**src/rtl/ifetch_task_scheduler.sv**
```systemverilog
// Round-robin task scheduler feeding the instruction fetch unit's next_task_*/jump_* inputs.
// Optional time-slice preemption is enabled by defining IFSCHED_TIMESLICE_EN.
module ifetch_task_scheduler #(
  parameter int unsigned CHAN_BITS   = 3,
  parameter int unsigned THREAD_BITS = 1,
  parameter int unsigned PC_BITS     = 12,
  parameter int unsigned QUANTUM     = 64
) (
  input  logic                                    clk,
  input  logic                                    reset,
  input  logic [(1 << (CHAN_BITS+THREAD_BITS))-1:0] task_wake,
  input  logic                                    task_suspend,
  input  logic [PC_BITS-1:0]                      suspend_pc,
  input  logic                                    suspend_keep,
  output logic [CHAN_BITS-1:0]                    next_task_channel,
  output logic [THREAD_BITS-1:0]                  next_task_thread,
  output logic                                    next_task_ready,
  output logic [PC_BITS-1:0]                      jump_target,
  output logic                                    jump_enable,
  output logic                                    preempt_req,
  output logic                                    busy
);

  localparam int unsigned IdxBits = CHAN_BITS + THREAD_BITS;
  localparam int unsigned NTask   = 1 << IdxBits;

  typedef enum logic [2:0] {StIdle, StSel, StRdy, StJmp, StRun} state_e;

  state_e               state_q, state_d;
  logic [NTask-1:0]     runnable_q, runnable_d;
  logic [PC_BITS-1:0]   pc_q [NTask];
  logic                 pc_we;
  logic [IdxBits-1:0]   grant_q, grant_d;
  logic [IdxBits-1:0]   rr_q, rr_d;
  logic [PC_BITS-1:0]   jt_q, jt_d;
  logic [IdxBits-1:0]   pick;
  logic                 pick_valid;

  // First runnable task strictly after rr_q; the last candidate wraps back to rr_q itself.
  always_comb begin
    logic [IdxBits-1:0] cand;
    cand       = '0;
    pick       = '0;
    pick_valid = 1'b0;
    for (int unsigned i = 1; i <= NTask; i++) begin
      cand = rr_q + IdxBits'(i);
      if (!pick_valid && runnable_q[cand]) begin
        pick       = cand;
        pick_valid = 1'b1;
      end
    end
  end

  always_comb begin
    state_d    = state_q;
    runnable_d = runnable_q | task_wake;
    grant_d    = grant_q;
    rr_d       = rr_q;
    jt_d       = jt_q;
    pc_we      = 1'b0;
    case (state_q)
      StIdle: if (|runnable_q) state_d = StSel;
      StSel: begin
        if (pick_valid) begin
          grant_d = pick;
          state_d = StRdy;
        end else begin
          state_d = StIdle;
        end
      end
      StRdy: begin
        jt_d    = pc_q[grant_q];
        state_d = StJmp;
      end
      StJmp: begin
        rr_d    = grant_q;
        state_d = StRun;
      end
      StRun: begin
        if (task_suspend) begin
          pc_we               = 1'b1;
          runnable_d[grant_q] = suspend_keep | task_wake[grant_q];
          state_d             = StIdle;
        end
      end
      default: state_d = StIdle;
    endcase
  end

  always_ff @(posedge clk or negedge reset) begin
    if (!reset) begin
      state_q    <= StIdle;
      runnable_q <= '0;
      grant_q    <= '0;
      rr_q       <= '0;
      jt_q       <= '0;
    end else begin
      state_q    <= state_d;
      runnable_q <= runnable_d;
      grant_q    <= grant_d;
      rr_q       <= rr_d;
      jt_q       <= jt_d;
    end
  end

  always_ff @(posedge clk or negedge reset) begin
    if (!reset) begin
      for (int i = 0; i < NTask; i++) pc_q[i] <= '0;
    end else if (pc_we) begin
      pc_q[grant_q] <= suspend_pc;
    end
  end

  assign next_task_channel = grant_q[IdxBits-1:THREAD_BITS];
  assign next_task_thread  = grant_q[THREAD_BITS-1:0];
  assign next_task_ready   = (state_q == StRdy);
  assign jump_enable       = (state_q == StJmp);
  assign jump_target       = jt_q;
  assign busy              = (state_q == StRdy) || (state_q == StJmp) || (state_q == StRun);

`ifdef IFSCHED_TIMESLICE_EN
  localparam logic [15:0] QuantumLast = 16'(QUANTUM - 1);

  logic [15:0] cnt_q, cnt_d;
  logic        preempt_q, preempt_d;
  logic        other_runnable;

  assign other_runnable = |(runnable_q & ~(NTask'(1) << grant_q));

  // Counter saturates at QuantumLast so preemption fires as soon as a competitor appears.
  always_comb begin
    cnt_d = cnt_q;
    if (state_q == StJmp) begin
      cnt_d = '0;
    end else if ((state_q == StRun) && (cnt_q != QuantumLast)) begin
      cnt_d = cnt_q + 16'd1;
    end
    preempt_d = (state_q == StRun) && !task_suspend &&
                (preempt_q || ((cnt_q == QuantumLast) && other_runnable));
  end

  always_ff @(posedge clk or negedge reset) begin
    if (!reset) begin
      cnt_q     <= '0;
      preempt_q <= 1'b0;
    end else begin
      cnt_q     <= cnt_d;
      preempt_q <= preempt_d;
    end
  end

  assign preempt_req = preempt_q;
`else
  logic unused_quantum;
  assign unused_quantum = ^QUANTUM;
  assign preempt_req    = 1'b0;
`endif

endmodule

```
**config.mk**
```make
export PLATFORM = sky130hd
export DESIGN_NAME = ifetch_task_scheduler
export DESIGN_NICKNAME = d
export VERILOG_FILES = /design/src/rtl/ifetch_task_scheduler.sv
export SDC_FILE = /design/constraint.sdc
export NUM_CORES = 1
export LEC_CHECK = 0
export BUFFER_PORTS_ARGS = -buffer_cell sky130_fd_sc_hd__buf_2
export CAP_MARGIN = 30
export CORE_ASPECT_RATIO = 0.9
export CORE_MARGIN = 1
export CORE_UTILIZATION = 53
export DETAILED_ROUTE_END_ITERATION = 10
export GPL_TIMING_DRIVEN = 0
export HOLD_SLACK_MARGIN = 0.12
export PLACE_DENSITY = 0.73
export SYNTH_ARGS = -nofsm -noshare
export SYNTH_HDL_FRONTEND = slang
export SYNTH_SLANG_ARGS = --single-unit
export TNS_END_PERCENT = 100
```
**constraint.sdc**
```tcl
create_clock -name clk -period 3.95 [get_ports clk]
set_input_delay 0.395 -clock clk [delete_from_list [all_inputs] [get_ports clk]]
set_output_delay 0.395 -clock clk [all_outputs]
set_load 0.02 [all_outputs]
```
==> impl_results.md <==
* Run status: finished, final reports clean
* First-pass GRT wire length at 51610 um
* Most common cell after layout, fill and taps aside: dfrtp_1
* Sequential element share of the synthesized area at a little under half
* Syn_nets at 970
* Slew HR at roughly 34%
* Post-DP HPWL at 22380 um
* GRT Residual Overflow at 0
* Post-route minimum period at between 3 and 4 ns
* RSZ-0062 raised after global routing: false
* Die extent in y at 148.8 um
* Crit start category: flop
* Synth Area per Inst at ~14 um^2
* GR peak layer: met2
* Clock skew at roughly 0.012 ns
* DRC viols at 0
* Root buffer cell: clkbuf_16
* Worst hold path type: input pin to flop
* Port Buffer Count at 49
* Total power density per cell area at ~670 mW/mm^2
* Via density at 6.448
* Initial antenna violation count at 0
* DP Area at about 0.013 mm^2
* Fillers at around 1800
* Peak supply drop at between 400 and 500 uV
* Tcrit/Tclk final at 95.92%
* Die W at between 150 and 200 um
* Routed len/inst at about 24 um
* I/O Pins at between 50 and 60
* Vias in the first global route at between 8000 and 9000
* Synth Register Bits at about 230
* Req. time, crit path at roughly 4.4 ns
* Clock buffer depth at 3
* Synth-to-layout area growth at 13.88%
* Final Non-Filler Cells at roughly 1300
* Distinct cells, synth at around 70
* Finished Core Util at 61.75%
* Placer Congestion at around 0.95
* Worst setup EP type: flop
* Synth Cell Area at about 0.013 mm^2
* ANT cells at 0
* Commonest non-fill, non-tap cells in the layout: dfrtp_1, mux2_2, mux4_2, buf_2
* Latest clock arrival within the worst-skew pair at roughly 0.54 ns
* Final setup viols at 0
* ANT nets after route at 0
* Clk sinks at 231
* P_leak at roughly 6.5 nW
* DR iter-0 viols at about 770
* Via count at approximately 8600
* CP Data Arrival Time at around 4.2 ns
* Max_cap viols at 0
* Synth Warn # at 0
* Post-Syn Instances at 930
* Share of layout cells above drive strength 1 at between 40% and 50%
* Met2 usage in global routing at a little over two fifths
* FMAX at 263.9 MHz
* NumNets Final at approximately 1100
* Total Wirelength at between 30000 and 40000 um
* Routing usage on met3 at just over 4%
* Final Cell Area at 0.01445 mm^2
* Clock-pin slew on the worst setup and hold paths at about 0.070 ns
* Main flop type after synthesis: dfrtp_1
* Worst-path maximum fanout at 19
* Fin. Hold Viols at 0
* Post-synth ARST share at 100.0%
* Post-synth EDFFs at 0
* Largest net degree at the start of global routing at between 100 and 150
* Max-slew violations at 0
* Met1 global-route usage at a little over 40%
* Number of detailed-route iterations in the first pass at 5
* CTS tree: yes
* Gr usage total at roughly 28%
* Initial Util at a little over half
* H-tree levels at 1
* WHS at between 0.1 and 0.15 ns
* Die ar. at about 0.025 mm^2
* Path type of the worst setup path: flop to flop
* Worst slew pin tran at about 1.0 ns
* Rows at 53
* CTS buffer count at 25
* Cells after DPL at ~1300
* Core ar. at about 0.023 mm^2
[cell usage after synthesis, drive strengths merged, types with 2 or more instances]
library cell,count,area [um^2]
a31oi,8,65.06
mux2i,28,280.3
nand2b,6,37.54
xnor2,7,61.31
mux2,222,2507
o311ai,4,35.03
or3,4,35.03
a22o,2,17.52
a211oi,3,35.03
nor3b,7,73.82
nor4b,2,32.53
nor2,47,192.7
nand2,37,138.9
mux4,88,2016
nand3,11,55.05
and3,6,37.54
a21o,2,15.01
o32ai,3,26.28
ha,8,100.1
dfrtp,231,5781
xor2,5,51.30
nand4,4,40.04
inv,10,37.53
o21ai,36,180.2
a21oi,24,123.9
nor4,4,25.02
and3b,2,17.52
a22oi,3,22.52
o22ai,2,12.51
o211ai,3,22.52
a31o,3,26.28
o31ai,3,22.52
nor2b,3,18.77
clkbuf,41,153.9
or2,6,37.54
nor3,18,95.09
a221oi,2,23.77
o22a,3,26.28
buf,21,125.1
[registers in the layout, indices dropped and copies added, names as in the netlist]
register,count
rr_q,4
runnable_q,16
state_q,3
jump_target,12
pc_q,192
grant_q,4
[per-layer routing]
| layer | up-vias | routed length [um] | share of wire, % |
|---|---|---|---|
| li1 | 3724 | - | - |
| met1 | 4526 | 14510 | 44 |
| met2 | 321 | 15350 | 47 |
| met3 | 69 | 2022 | 6.2 |
| met4 | 0 | 923 | 2.8 |
| met5 | - | 0 | 0 |
[kinds of logic (layout without fill, tap and decap cells)]
family,after synthesis,after routing,share of synthesized area (%)
other cells,1,1,0.02955
flops,231,231,45.54
xor+xnor,12,12,0.8872
simple gates,160,160,6.802
compound gates,107,107,5.580
mux,338,338,37.85
buf+inv,73,181,2.524
fa+ha+maj,8,8,0.7887
[path summary, 6_finish.rpt]
path,from,to,slack [ns],cells after the start
hold reg to reg,jump_target[6]$_DFFE_PN0P_,jump_target[6]$_DFFE_PN0P_,0.50,1
setup / recovery,rr_q[1]$_DFFE_PN0P_,grant_q[1]$_DFFE_PN0P_,0.16,11
setup reg to reg,rr_q[1]$_DFFE_PN0P_,grant_q[1]$_DFFE_PN0P_,0.16,11
min in group asynchronous,reset,grant_q[0]$_DFFE_PN0P_,0.25,2
max in group asynchronous,reset,pc_q[7]$_DFFE_PN0P_,2.43,4
hold / removal,task_wake[15],runnable_q[15]$_DFF_PN0_,0.14,3
[power breakdown]
group          total (mW)  internal, mW  leakage, nW  switching, mW
clock                2.28          1.32        0.392          0.961
combinational        4.28          1.97         3.02           2.31
sequential           3.11          2.83         3.08          0.279
total                9.68          6.13         6.48           3.55
[timing repair]
action,in CTS,in global routing
endpoints found under the setup margin,13,4
gates resized for setup,14,9
pin swaps,3,4
hold endpoints to repair,123,0
setup buffers,3,3
gates cloned,0,0
hold buffers,2,0
[through the flow]
stage,power (mW),setup slack [ns],setup TNS (ns)
after floorplan,6.039,0.04898,0
after global placement,7.049,-1.602,-368.08
after detailed placement,7.190,-0.9027,-4.217
after CTS,9.560,0.04608,0
after global routing,10.13,0.004550,0
final,9.678,0.1611,0
[critical path: stages, from the launching register on]
cell and delay (ns):
dfrtp_2 0.43, buf_8 0.17, inv_1 0.28, ha_1 0.20, a21oi_1 0.07, xnor2_1 0.41, mux2_2 0.41, mux2i_1 0.54
nand3_1 0.35, a2111oi_0 0.51, a41o_1 0.21, a221oi_2 0.07
[layout make-up]
cell class,instances,area [um^2],area share [%]
clock inverters,4,41.29,0.2857
inverters,11,48.80,0.3376
well taps,302,377.9,2.614
clock buffers,40,762.0,5.272
repair buffers,65,474.2,3.281
plain buffers,61,296.5,2.052
flip-flops and latches,231,5782,40.00
multi-input cells,626,6671,46.16
(Power assumes the default switching activity.)
